[config.mk]
export PLATFORM = sky130hd
export DESIGN_NAME = control_p4_responder_flat
export DESIGN_NICKNAME = d
export VERILOG_FILES = /design/src/rtl/control_p4_pkg.sv /design/src/rtl/control_p4_responder_if.sv /design/src/rtl/control_p4_sat_counter.sv /design/src/rtl/control_p4_responder.sv /design/src/flat_wrapper.sv
export SDC_FILE = /design/constraint.sdc
export NUM_CORES = 1
export LEC_CHECK = 0
export CAP_MARGIN = 20
export CORE_MARGIN = 10
export CORE_UTILIZATION = 52
export DETAILED_ROUTE_END_ITERATION = 8
export PLACE_DENSITY = 0.79
export SYNTH_ARGS = -nofsm -noshare
export SYNTH_HDL_FRONTEND = slang
export SYNTH_SLANG_ARGS = --single-unit
[constraint.sdc]
create_clock -name S_AXI_ACLK -period 4.3 [get_ports S_AXI_ACLK]
set_input_delay 0.43 -clock S_AXI_ACLK [delete_from_list [all_inputs] [get_ports S_AXI_ACLK]]
set_output_delay 0.43 -clock S_AXI_ACLK [all_outputs]
set_load 0.01 [all_outputs]
[src/rtl/control_p4_pkg.sv]
// rtl/control_p4_pkg.sv - shared constants and FSM encodings for the control_p4 register block
// Holds register offsets and indices, reset values, AXI response codes, the
// VERSION constant and the read/write FSM state encodings.
package control_p4_pkg;

   // Byte offsets of the register map; offsets at or above OFF_LIMIT are unmapped
   localparam logic [4:0] OFF_ID        = 5'h00;
   localparam logic [4:0] OFF_VERSION   = 5'h04;
   localparam logic [4:0] OFF_CTRL      = 5'h08;
   localparam logic [4:0] OFF_SCRATCH   = 5'h0C;
   localparam logic [4:0] OFF_WR_COUNT  = 5'h10;
   localparam logic [4:0] OFF_RD_COUNT  = 5'h14;
   localparam logic [4:0] OFF_ERR_COUNT = 5'h18;
   localparam logic [4:0] OFF_LIMIT     = 5'h1C;

   // Register index = offset[4:2]
   localparam logic [2:0] IDX_ID        = OFF_ID[4:2];
   localparam logic [2:0] IDX_VERSION   = OFF_VERSION[4:2];
   localparam logic [2:0] IDX_CTRL      = OFF_CTRL[4:2];
   localparam logic [2:0] IDX_SCRATCH   = OFF_SCRATCH[4:2];
   localparam logic [2:0] IDX_WR_COUNT  = OFF_WR_COUNT[4:2];
   localparam logic [2:0] IDX_RD_COUNT  = OFF_RD_COUNT[4:2];
   localparam logic [2:0] IDX_ERR_COUNT = OFF_ERR_COUNT[4:2];
   localparam logic [2:0] IDX_UNMAPPED  = OFF_LIMIT[4:2];

   localparam logic [31:0] VERSION_VALUE = 32'h00000001;
   localparam logic [31:0] CTRL_RESET    = 32'h00000003;
   localparam logic [31:0] SCRATCH_RESET = 32'h00000000;
   localparam int          CTRL_CLEAR_BIT = 8;

   localparam logic [1:0] RESP_OKAY   = 2'b00;
   localparam logic [1:0] RESP_SLVERR = 2'b10;

   typedef enum logic [1:0] {
      W_IDLE = 2'd0,
      W_ACK  = 2'd1,
      W_RESP = 2'd2
   } w_state_t;

   typedef enum logic [1:0] {
      R_IDLE = 2'd0,
      R_ACK  = 2'd1,
      R_DATA = 2'd2
   } r_state_t;

endpackage

[src/rtl/control_p4_responder_if.sv]
// rtl/control_p4_responder_if.sv - AXI4-Lite slave bus bundle for control_p4_responder
// Carries the AW/W/B write channels and AR/R read channels. The slave modport
// is used by the register block, the master modport by whatever drives it.
interface control_p4_responder_if #(
   parameter int ADDR_W = 32
);
   logic [ADDR_W-1:0] S_AXI_AWADDR;
   logic              S_AXI_AWVALID;
   logic              S_AXI_AWREADY;
   logic [31:0]       S_AXI_WDATA;
   logic [3:0]        S_AXI_WSTRB;
   logic              S_AXI_WVALID;
   logic              S_AXI_WREADY;
   logic [1:0]        S_AXI_BRESP;
   logic              S_AXI_BVALID;
   logic              S_AXI_BREADY;
   logic [ADDR_W-1:0] S_AXI_ARADDR;
   logic              S_AXI_ARVALID;
   logic              S_AXI_ARREADY;
   logic [31:0]       S_AXI_RDATA;
   logic [1:0]        S_AXI_RRESP;
   logic              S_AXI_RVALID;
   logic              S_AXI_RREADY;

   modport slave (
      input  S_AXI_AWADDR, S_AXI_AWVALID, S_AXI_WDATA, S_AXI_WSTRB, S_AXI_WVALID,
      input  S_AXI_BREADY, S_AXI_ARADDR, S_AXI_ARVALID, S_AXI_RREADY,
      output S_AXI_AWREADY, S_AXI_WREADY, S_AXI_BRESP, S_AXI_BVALID,
      output S_AXI_ARREADY, S_AXI_RDATA, S_AXI_RRESP, S_AXI_RVALID
   );

   modport master (
      output S_AXI_AWADDR, S_AXI_AWVALID, S_AXI_WDATA, S_AXI_WSTRB, S_AXI_WVALID,
      output S_AXI_BREADY, S_AXI_ARADDR, S_AXI_ARVALID, S_AXI_RREADY,
      input  S_AXI_AWREADY, S_AXI_WREADY, S_AXI_BRESP, S_AXI_BVALID,
      input  S_AXI_ARREADY, S_AXI_RDATA, S_AXI_RRESP, S_AXI_RVALID
   );
endinterface

[src/rtl/control_p4_sat_counter.sv]
// rtl/control_p4_sat_counter.sv - 32-bit saturating event counter with synchronous clear
// Ports: clk, rst (sync active-high), clear (sync, beats any increment),
//        inc (0..2 per cycle), count (current value, sticks at all-ones).
module control_p4_sat_counter (
   input  logic        clk,
   input  logic        rst,
   input  logic        clear,
   input  logic [1:0]  inc,
   output logic [31:0] count
);
   logic [31:0] count_q;
   logic [32:0] sum;

   // One extra bit catches the carry out so the counter pins instead of wrapping
   assign sum = {1'b0, count_q} + {31'b0, inc};

   always_ff @(posedge clk) begin
      if (rst || clear) begin
         count_q <= '0;
      end else if (sum[32]) begin
         count_q <= '1;
      end else begin
         count_q <= sum[31:0];
      end
   end

   assign count = count_q;
endmodule

[src/rtl/control_p4_responder.sv]
// rtl/control_p4_responder.sv - AXI4-Lite control/status register block with traffic counters
// Ports: S_AXI_ACLK (clock), S_AXI_ARESET (sync active-high reset),
//        s_axi (AXI4-Lite slave bundle), vswitch_en (CTRL[1:0] enables).
// Independent write (W_IDLE/W_ACK/W_RESP) and read (R_IDLE/R_ACK/R_DATA) FSMs.
module control_p4_responder
   import control_p4_pkg::*;
#(
   parameter logic [31:0] C_BASE_ADDRESS     = 32'h00000000,
   parameter int          C_S_AXI_DATA_WIDTH = 32,
   parameter int          C_S_AXI_ADDR_WIDTH = 32,
   parameter logic [31:0] C_ID               = 32'h50345642
) (
   input  logic                        S_AXI_ACLK,
   input  logic                        S_AXI_ARESET,
   control_p4_responder_if.slave       s_axi,
   output logic [1:0]                  vswitch_en
);
   localparam logic [C_S_AXI_ADDR_WIDTH-1:0] BASE = C_S_AXI_ADDR_WIDTH'(C_BASE_ADDRESS);

   w_state_t w_state, w_state_next;
   r_state_t r_state, r_state_next;

   logic [C_S_AXI_ADDR_WIDTH-1:0] w_offset, r_offset;
   logic [2:0]  w_idx, r_idx;
   logic        w_mapped, r_mapped;
   logic        w_commit, r_capture;
   logic        clear_counts;

   logic [1:0]  ctrl_en;
   logic [31:0] scratch;
   logic [31:0] wr_count, rd_count, err_count;
   logic [31:0] rd_mux;
   logic [C_S_AXI_DATA_WIDTH-1:0] rdata_q;
   logic [1:0]  rresp_q, bresp_q;

   assign w_offset = s_axi.S_AXI_AWADDR ^ BASE;
   assign r_offset = s_axi.S_AXI_ARADDR ^ BASE;
   assign w_idx    = w_offset[4:2];
   assign r_idx    = r_offset[4:2];
   // offset < 0x1C: nothing above bit 4 and not the 0x1C..0x1F slot
   assign w_mapped = (w_offset[C_S_AXI_ADDR_WIDTH-1:5] == '0) && (w_idx != IDX_UNMAPPED);
   assign r_mapped = (r_offset[C_S_AXI_ADDR_WIDTH-1:5] == '0) && (r_idx != IDX_UNMAPPED);

   assign w_commit  = (w_state == W_ACK);
   assign r_capture = (r_state == R_ACK);

   // ---------------- write FSM ----------------
   always_ff @(posedge S_AXI_ACLK) begin
      if (S_AXI_ARESET) w_state <= W_IDLE;
      else              w_state <= w_state_next;
   end

   always_comb begin
      w_state_next        = w_state;
      s_axi.S_AXI_AWREADY = 1'b0;
      s_axi.S_AXI_WREADY  = 1'b0;
      s_axi.S_AXI_BVALID  = 1'b0;
      case (w_state)
         W_IDLE: if (s_axi.S_AXI_AWVALID && s_axi.S_AXI_WVALID) w_state_next = W_ACK;
         W_ACK: begin
            s_axi.S_AXI_AWREADY = 1'b1;
            s_axi.S_AXI_WREADY  = 1'b1;
            w_state_next        = W_RESP;
         end
         W_RESP: begin
            s_axi.S_AXI_BVALID = 1'b1;
            if (s_axi.S_AXI_BREADY) w_state_next = W_IDLE;
         end
         default: w_state_next = W_IDLE;
      endcase
   end

   // ---------------- read FSM ----------------
   always_ff @(posedge S_AXI_ACLK) begin
      if (S_AXI_ARESET) r_state <= R_IDLE;
      else              r_state <= r_state_next;
   end

   always_comb begin
      r_state_next        = r_state;
      s_axi.S_AXI_ARREADY = 1'b0;
      s_axi.S_AXI_RVALID  = 1'b0;
      case (r_state)
         R_IDLE: if (s_axi.S_AXI_ARVALID) r_state_next = R_ACK;
         R_ACK: begin
            s_axi.S_AXI_ARREADY = 1'b1;
            r_state_next        = R_DATA;
         end
         R_DATA: begin
            s_axi.S_AXI_RVALID = 1'b1;
            if (s_axi.S_AXI_RREADY) r_state_next = R_IDLE;
         end
         default: r_state_next = R_IDLE;
      endcase
   end

   // ---------------- register file ----------------
   always_ff @(posedge S_AXI_ACLK) begin
      if (S_AXI_ARESET) begin
         ctrl_en <= CTRL_RESET[1:0];
         scratch <= SCRATCH_RESET;
         bresp_q <= RESP_OKAY;
      end else if (w_commit) begin
         bresp_q <= w_mapped ? RESP_OKAY : RESP_SLVERR;
         if (w_mapped) begin
            case (w_idx)
               IDX_CTRL: if (s_axi.S_AXI_WSTRB[0]) ctrl_en <= s_axi.S_AXI_WDATA[1:0];
               IDX_SCRATCH: begin
                  for (int i = 0; i < 4; i++) begin
                     if (s_axi.S_AXI_WSTRB[i]) scratch[8*i +: 8] <= s_axi.S_AXI_WDATA[8*i +: 8];
                  end
               end
               default: ;
            endcase
         end
      end
   end

   // CLEAR lives in byte 1, so it only takes effect when that lane is strobed
   assign clear_counts = w_commit && w_mapped && (w_idx == IDX_CTRL) &&
                         s_axi.S_AXI_WSTRB[1] && s_axi.S_AXI_WDATA[CTRL_CLEAR_BIT];

   always_comb begin
      rd_mux = '0;
      case (r_idx)
         IDX_ID:        rd_mux = C_ID;
         IDX_VERSION:   rd_mux = VERSION_VALUE;
         IDX_CTRL:      rd_mux = {30'b0, ctrl_en};
         IDX_SCRATCH:   rd_mux = scratch;
         IDX_WR_COUNT:  rd_mux = wr_count;
         IDX_RD_COUNT:  rd_mux = rd_count;
         IDX_ERR_COUNT: rd_mux = err_count;
         default:       rd_mux = '0;
      endcase
      if (!r_mapped) rd_mux = '0;
   end

   // Captured from pre-edge register values, so a colliding write is not visible
   always_ff @(posedge S_AXI_ACLK) begin
      if (S_AXI_ARESET) begin
         rdata_q <= '0;
         rresp_q <= RESP_OKAY;
      end else if (r_capture) begin
         rdata_q <= rd_mux;
         rresp_q <= r_mapped ? RESP_OKAY : RESP_SLVERR;
      end
   end

   // ---------------- counters ----------------
   control_p4_sat_counter u_wr_count (
      .clk   (S_AXI_ACLK),
      .rst   (S_AXI_ARESET),
      .clear (clear_counts),
      .inc   ({1'b0, w_commit && w_mapped}),
      .count (wr_count)
   );

   control_p4_sat_counter u_rd_count (
      .clk   (S_AXI_ACLK),
      .rst   (S_AXI_ARESET),
      .clear (clear_counts),
      .inc   ({1'b0, r_capture && r_mapped}),
      .count (rd_count)
   );

   control_p4_sat_counter u_err_count (
      .clk   (S_AXI_ACLK),
      .rst   (S_AXI_ARESET),
      .clear (clear_counts),
      .inc   ({1'b0, w_commit && !w_mapped} + {1'b0, r_capture && !r_mapped}),
      .count (err_count)
   );

   assign s_axi.S_AXI_BRESP = bresp_q;
   assign s_axi.S_AXI_RRESP = rresp_q;
   assign s_axi.S_AXI_RDATA = rdata_q;
   assign vswitch_en        = ctrl_en;
endmodule

[src/flat_wrapper.sv]
// flat-port wrapper written by rule: the top's interface ports become plain ports
module control_p4_responder_flat import control_p4_pkg::*;
#(
   parameter logic [31:0] C_BASE_ADDRESS     = 32'h00000000,
   parameter int          C_S_AXI_DATA_WIDTH = 32,
   parameter int          C_S_AXI_ADDR_WIDTH = 32,
   parameter logic [31:0] C_ID               = 32'h50345642
)
  (S_AXI_ACLK, S_AXI_ARESET, vswitch_en, s_axi_S_AXI_AWADDR, s_axi_S_AXI_AWVALID, s_axi_S_AXI_WDATA, s_axi_S_AXI_WSTRB, s_axi_S_AXI_WVALID, s_axi_S_AXI_BREADY, s_axi_S_AXI_ARADDR, s_axi_S_AXI_ARVALID, s_axi_S_AXI_RREADY, s_axi_S_AXI_AWREADY, s_axi_S_AXI_WREADY, s_axi_S_AXI_BRESP, s_axi_S_AXI_BVALID, s_axi_S_AXI_ARREADY, s_axi_S_AXI_RDATA, s_axi_S_AXI_RRESP, s_axi_S_AXI_RVALID);
  control_p4_responder_if #(.ADDR_W(32)) s_axi_i ();
  input  logic S_AXI_ACLK;
  input  logic S_AXI_ARESET;
  output logic [1:0] vswitch_en;
  input wire logic [$bits(s_axi_i.S_AXI_AWADDR)-1:0] s_axi_S_AXI_AWADDR;
  input wire logic [$bits(s_axi_i.S_AXI_AWVALID)-1:0] s_axi_S_AXI_AWVALID;
  input wire logic [$bits(s_axi_i.S_AXI_WDATA)-1:0] s_axi_S_AXI_WDATA;
  input wire logic [$bits(s_axi_i.S_AXI_WSTRB)-1:0] s_axi_S_AXI_WSTRB;
  input wire logic [$bits(s_axi_i.S_AXI_WVALID)-1:0] s_axi_S_AXI_WVALID;
  input wire logic [$bits(s_axi_i.S_AXI_BREADY)-1:0] s_axi_S_AXI_BREADY;
  input wire logic [$bits(s_axi_i.S_AXI_ARADDR)-1:0] s_axi_S_AXI_ARADDR;
  input wire logic [$bits(s_axi_i.S_AXI_ARVALID)-1:0] s_axi_S_AXI_ARVALID;
  input wire logic [$bits(s_axi_i.S_AXI_RREADY)-1:0] s_axi_S_AXI_RREADY;
  output wire logic [$bits(s_axi_i.S_AXI_AWREADY)-1:0] s_axi_S_AXI_AWREADY;
  output wire logic [$bits(s_axi_i.S_AXI_WREADY)-1:0] s_axi_S_AXI_WREADY;
  output wire logic [$bits(s_axi_i.S_AXI_BRESP)-1:0] s_axi_S_AXI_BRESP;
  output wire logic [$bits(s_axi_i.S_AXI_BVALID)-1:0] s_axi_S_AXI_BVALID;
  output wire logic [$bits(s_axi_i.S_AXI_ARREADY)-1:0] s_axi_S_AXI_ARREADY;
  output wire logic [$bits(s_axi_i.S_AXI_RDATA)-1:0] s_axi_S_AXI_RDATA;
  output wire logic [$bits(s_axi_i.S_AXI_RRESP)-1:0] s_axi_S_AXI_RRESP;
  output wire logic [$bits(s_axi_i.S_AXI_RVALID)-1:0] s_axi_S_AXI_RVALID;
  assign s_axi_i.S_AXI_AWADDR = s_axi_S_AXI_AWADDR;
  assign s_axi_i.S_AXI_AWVALID = s_axi_S_AXI_AWVALID;
  assign s_axi_i.S_AXI_WDATA = s_axi_S_AXI_WDATA;
  assign s_axi_i.S_AXI_WSTRB = s_axi_S_AXI_WSTRB;
  assign s_axi_i.S_AXI_WVALID = s_axi_S_AXI_WVALID;
  assign s_axi_i.S_AXI_BREADY = s_axi_S_AXI_BREADY;
  assign s_axi_i.S_AXI_ARADDR = s_axi_S_AXI_ARADDR;
  assign s_axi_i.S_AXI_ARVALID = s_axi_S_AXI_ARVALID;
  assign s_axi_i.S_AXI_RREADY = s_axi_S_AXI_RREADY;
  assign s_axi_S_AXI_AWREADY = s_axi_i.S_AXI_AWREADY;
  assign s_axi_S_AXI_WREADY = s_axi_i.S_AXI_WREADY;
  assign s_axi_S_AXI_BRESP = s_axi_i.S_AXI_BRESP;
  assign s_axi_S_AXI_BVALID = s_axi_i.S_AXI_BVALID;
  assign s_axi_S_AXI_ARREADY = s_axi_i.S_AXI_ARREADY;
  assign s_axi_S_AXI_RDATA = s_axi_i.S_AXI_RDATA;
  assign s_axi_S_AXI_RRESP = s_axi_i.S_AXI_RRESP;
  assign s_axi_S_AXI_RVALID = s_axi_i.S_AXI_RVALID;
  control_p4_responder #(.C_BASE_ADDRESS(C_BASE_ADDRESS), .C_S_AXI_DATA_WIDTH(C_S_AXI_DATA_WIDTH), .C_S_AXI_ADDR_WIDTH(C_S_AXI_ADDR_WIDTH), .C_ID(C_ID)) u_core (.S_AXI_ACLK(S_AXI_ACLK), .S_AXI_ARESET(S_AXI_ARESET), .s_axi(s_axi_i), .vswitch_en(vswitch_en));
endmodule
==> impl_metrics.tcl <==
set metrics [dict create \
    status "finished, final reports clean" \
    cts-resized-gates 0 \
    grt_pass1_wl_um 40700 \
    cp-startpoint "s_axi_S_AXI_AWADDR[2]" \
    path_cells "clkdlybuf4s50_1, nand3_1, nand2_1, or3_1, nand2_1, fa_1, inv_1, ha_1, and3_1, nand4_1, or4_4, a21oi_1" \
    wire_per_inst_um 19.8 \
    placed_cells 1271 \
    synth_cell_type_count 57 \
    final_nets 1187 \
    io_buffers 143 \
    avgSynthCellArea_um2 8.86 \
    yosys_warnings 0 \
    synthArstFlopShare_pct 0 \
    maxCapViolCount 0 \
    synth-seq-cells 168 \
    crit_fanout 29 \
    worstSetupEndpointType "flop" \
    die_x_um 148 \
    hold_slack_ps 435 \
    die_area_um2 21800 \
    regToRegSetupSlack_ps 1210 \
    fin_tns_setup_ps 0 \
    grt_overflow 0 \
    cts_tree "done" \
    grt_pass1_vias 7286 \
    drtPass1Iterations 6 \
    crit_slowest_cell "or4_4" \
    tightest_slew_ps 1020 \
    grt_max_degree 89 \
    finalHoldViolCount 0 \
    gp_congestion 0.907 \
    insertion_delay_ps 440 \
    syn_inst 959 \
    slowest_delay_ps 770 \
    power_mw 3.32 \
    p_per_area_nw_per_um2 314 \
    clkTransAtPathRegs_ps 70 \
    coreArea_um2 15900 \
    final_cells 1303 \
    fill_cells 1344 \
    clockRootBuffer "clkbuf_16" \
    start_kind "primary input" \
    r2r_cells 8 \
    start_util_pct 53.3 \
    netlist_area_um2 8490 \
    fin_skew_ps 9.70 \
    numCtsBuffers 17 \
    antenna_found_initial 0 \
    fin_crit_sh_pct 82.4 \
    die_h_um 148 \
    hold_class "reg2reg" \
    drt-vias-per-instance 5.93 \
    grt_use_total_pct 23.4 \
    fin_util_pct 66.4 \
    p_leak_nw 3.64 \
    r2r-start "u_core.w_state[1]$_SDFFE_PP0P_" \
    cts_num_sinks 168 \
    cts_hold_buf 0 \
    critPathCapture "u_core.u_err_count.count[13]$_SDFF_PP0_" \
    dpl.hpwl_um 18700 \
    rows 46 \
    crit_arrival_ps 3910 \
    insertedDiodeCount 0 \
    synth_edf_count 0 \
    ir_drop_mv 0.299 \
    cts_buffer_depth 2 \
    worstPathRequired_ps 4660 \
    setup_viol_count_final 0 \
    drt-initial-drc-count 652 \
    ys_seq_area_share_pct 39.6 \
    drv_slew 0 \
    cts-htree-levels 4 \
    drive_gt1_share_pct 9.75 \
    rsz0062_at_grt "false" \
    yosys_most_used_dff "dfxtp_1" \
    slew_headroom_pct 31.6 \
    wirelength_um 25800 \
    syn_to_final_growth_pct 24.6 \
    drc 0 \
    min_period_ps 3540 \
    max_freq_mhz 282 \
    worstReg2RegEnd "u_core.u_wr_count.count[15]$_SDFF_PP0_" \
    drtAntennaViolNets 0 \
    post_cts_buffers 0 \
    vias 7725 \
    ioPinCount 150 \
    critPathKind "in2reg" \
    cpMostUsedCell "nand2_1" \
]
worst max-delay path, delay by kind of cell:
| family | cells | cell delay [ps] |
|---|---|---|
| buffers and inverters | 2 | 640 |
| adders and majority gates | 2 | 610 |
| AOI/OAI and AO/OA | 1 | 210 |
| and+or+nand+nor | 7 | 2010 |
cells by family (layout without fill, tap and decap cells):
family | Yosys count | count (layout) | share of synthesized area (%)
AO/OA/AOI/OAI | 220 | 220 | 16.7
flip-flops | 168 | 168 | 39.6
buffers and inverters | 85 | 212 | 4.95
adder cells (fa/ha/maj) | 6 | 6 | 0.972
other | 1 | 2 | 0.0441
XOR/XNOR | 75 | 75 | 7.73
multiplexers | 62 | 62 | 7.45
AND/OR/NAND/NOR | 342 | 342 | 22.6
power by group:
group / internal, mW / switching (mW) / total (mW)
Clock: 0.820 / 0.699 / 1.52
Combinational: 0.124 / 0.114 / 0.238
Sequential: 1.56 / 0.00398 / 1.56
cell type report:
class / instances / area [µm²] / share of cell area [%]
clock buffers: 17 / 425 / 4.02
flip-flops and latches: 168 / 3360 / 31.8
inverters: 22 / 82.6 / 0.780
repair buffers: 158 / 1550 / 14.7
well taps: 216 / 270 / 2.55
clock inverters: 15 / 158 / 1.49
multi-input cells: 707 / 4730 / 44.7
cell usage in the layout (no fill, tap or decap), types with 3 or more instances in the layout:
cell type	netlist	final
a21oi_1	89	89
a21oi_2	22	22
a221oi_1	9	9
a22oi_1	49	49
a31oi_1	6	6
and3_1	12	12
and4_1	8	8
buf_4	4	14
clkbuf_16	0	17
clkdlybuf4s50_1	0	142
clkinv_4	0	4
dfxtp_1	168	168
ha_1	5	5
inv_1	22	22
inv_6	0	5
mux2_2	10	10
mux2i_1	52	52
nand2_1	62	62
nand2b_1	39	39
nand3_1	42	42
nand4_1	26	26
nor2_1	71	71
nor2b_1	6	6
nor3_1	20	20
nor4_1	24	24
nor4_2	6	5
nor4_4	3	4
o21ai_0	15	15
o22ai_1	18	18
or2_2	3	3
xnor2_1	42	42
xor2_1	33	33
cell usage after synthesis (all sizes together), types with 10 or more instances:
cell type | count | area (µm²)
xor2 | 33 | 289
clkbuf | 30 | 113
a22oi | 49 | 368
nand2b | 39 | 244
nand4 | 28 | 196
a21oi | 111 | 638
nor3 | 23 | 136
dfxtp | 168 | 3360
mux2i | 52 | 521
nand3 | 44 | 230
buf | 33 | 225
and3 | 12 | 75.1
nand2 | 64 | 255
o21ai | 15 | 75.1
o22ai | 18 | 113
xnor2 | 42 | 368
nor4 | 33 | 289
inv | 22 | 82.6
mux2 | 10 | 113
nor2 | 71 | 267
through the flow:
stage	instance area [µm²]	setup WS [ps]
5_1_grt	10600	440
4_1_cts	10600	779
2_1_floorplan	8500	1030
3_5_place_dp	10000	330
6_report	10600	758
3_3_place_gp	10000	409
worst min-delay path by stage:
stage	start	endpoint	slack, ps	cells past startpoint
finish	u_core.r_state[1]$_SDFFE_PP0P_	u_core.r_state[0]$_SDFFE_PP0P_	430	1
global route	u_core.r_state[1]$_SDFFE_PP0P_	u_core.r_state[0]$_SDFFE_PP0P_	460	1
detailed placement	u_core.r_state[1]$_SDFFE_PP0P_	u_core.r_state[0]$_SDFFE_PP0P_	420	1
floorplan	u_core.r_state[1]$_SDFFE_PP0P_	u_core.r_state[0]$_SDFFE_PP0P_	410	1
global placement	u_core.r_state[1]$_SDFFE_PP0P_	u_core.r_state[0]$_SDFFE_PP0P_	420	1
CTS	u_core.r_state[1]$_SDFFE_PP0P_	u_core.r_state[0]$_SDFFE_PP0P_	440	1
state kept, by name, summed over array words and instances (netlist names):
register	flops
u_core.s_axi.S_AXI_RDATA	32
u_core.scratch	32
u_core.u_err_count.count	32
u_core.u_rd_count.count	32
u_core.u_wr_count.count	32
u_core.r_state	2
u_core.vswitch_en	2
u_core.w_state	2
u_core.s_axi.S_AXI_BRESP	1
u_core.s_axi.S_AXI_RRESP	1
per-layer routing:
metal  GRT usage [%]  wire (µm)  up-vias
li1                -          -     3703
met1            28.9      10500     3694
met2            37.8      12400      277
met3            5.98       1960       51
met4            9.96        950        0
met5               0          0        -
(Power assumes the default switching activity.)
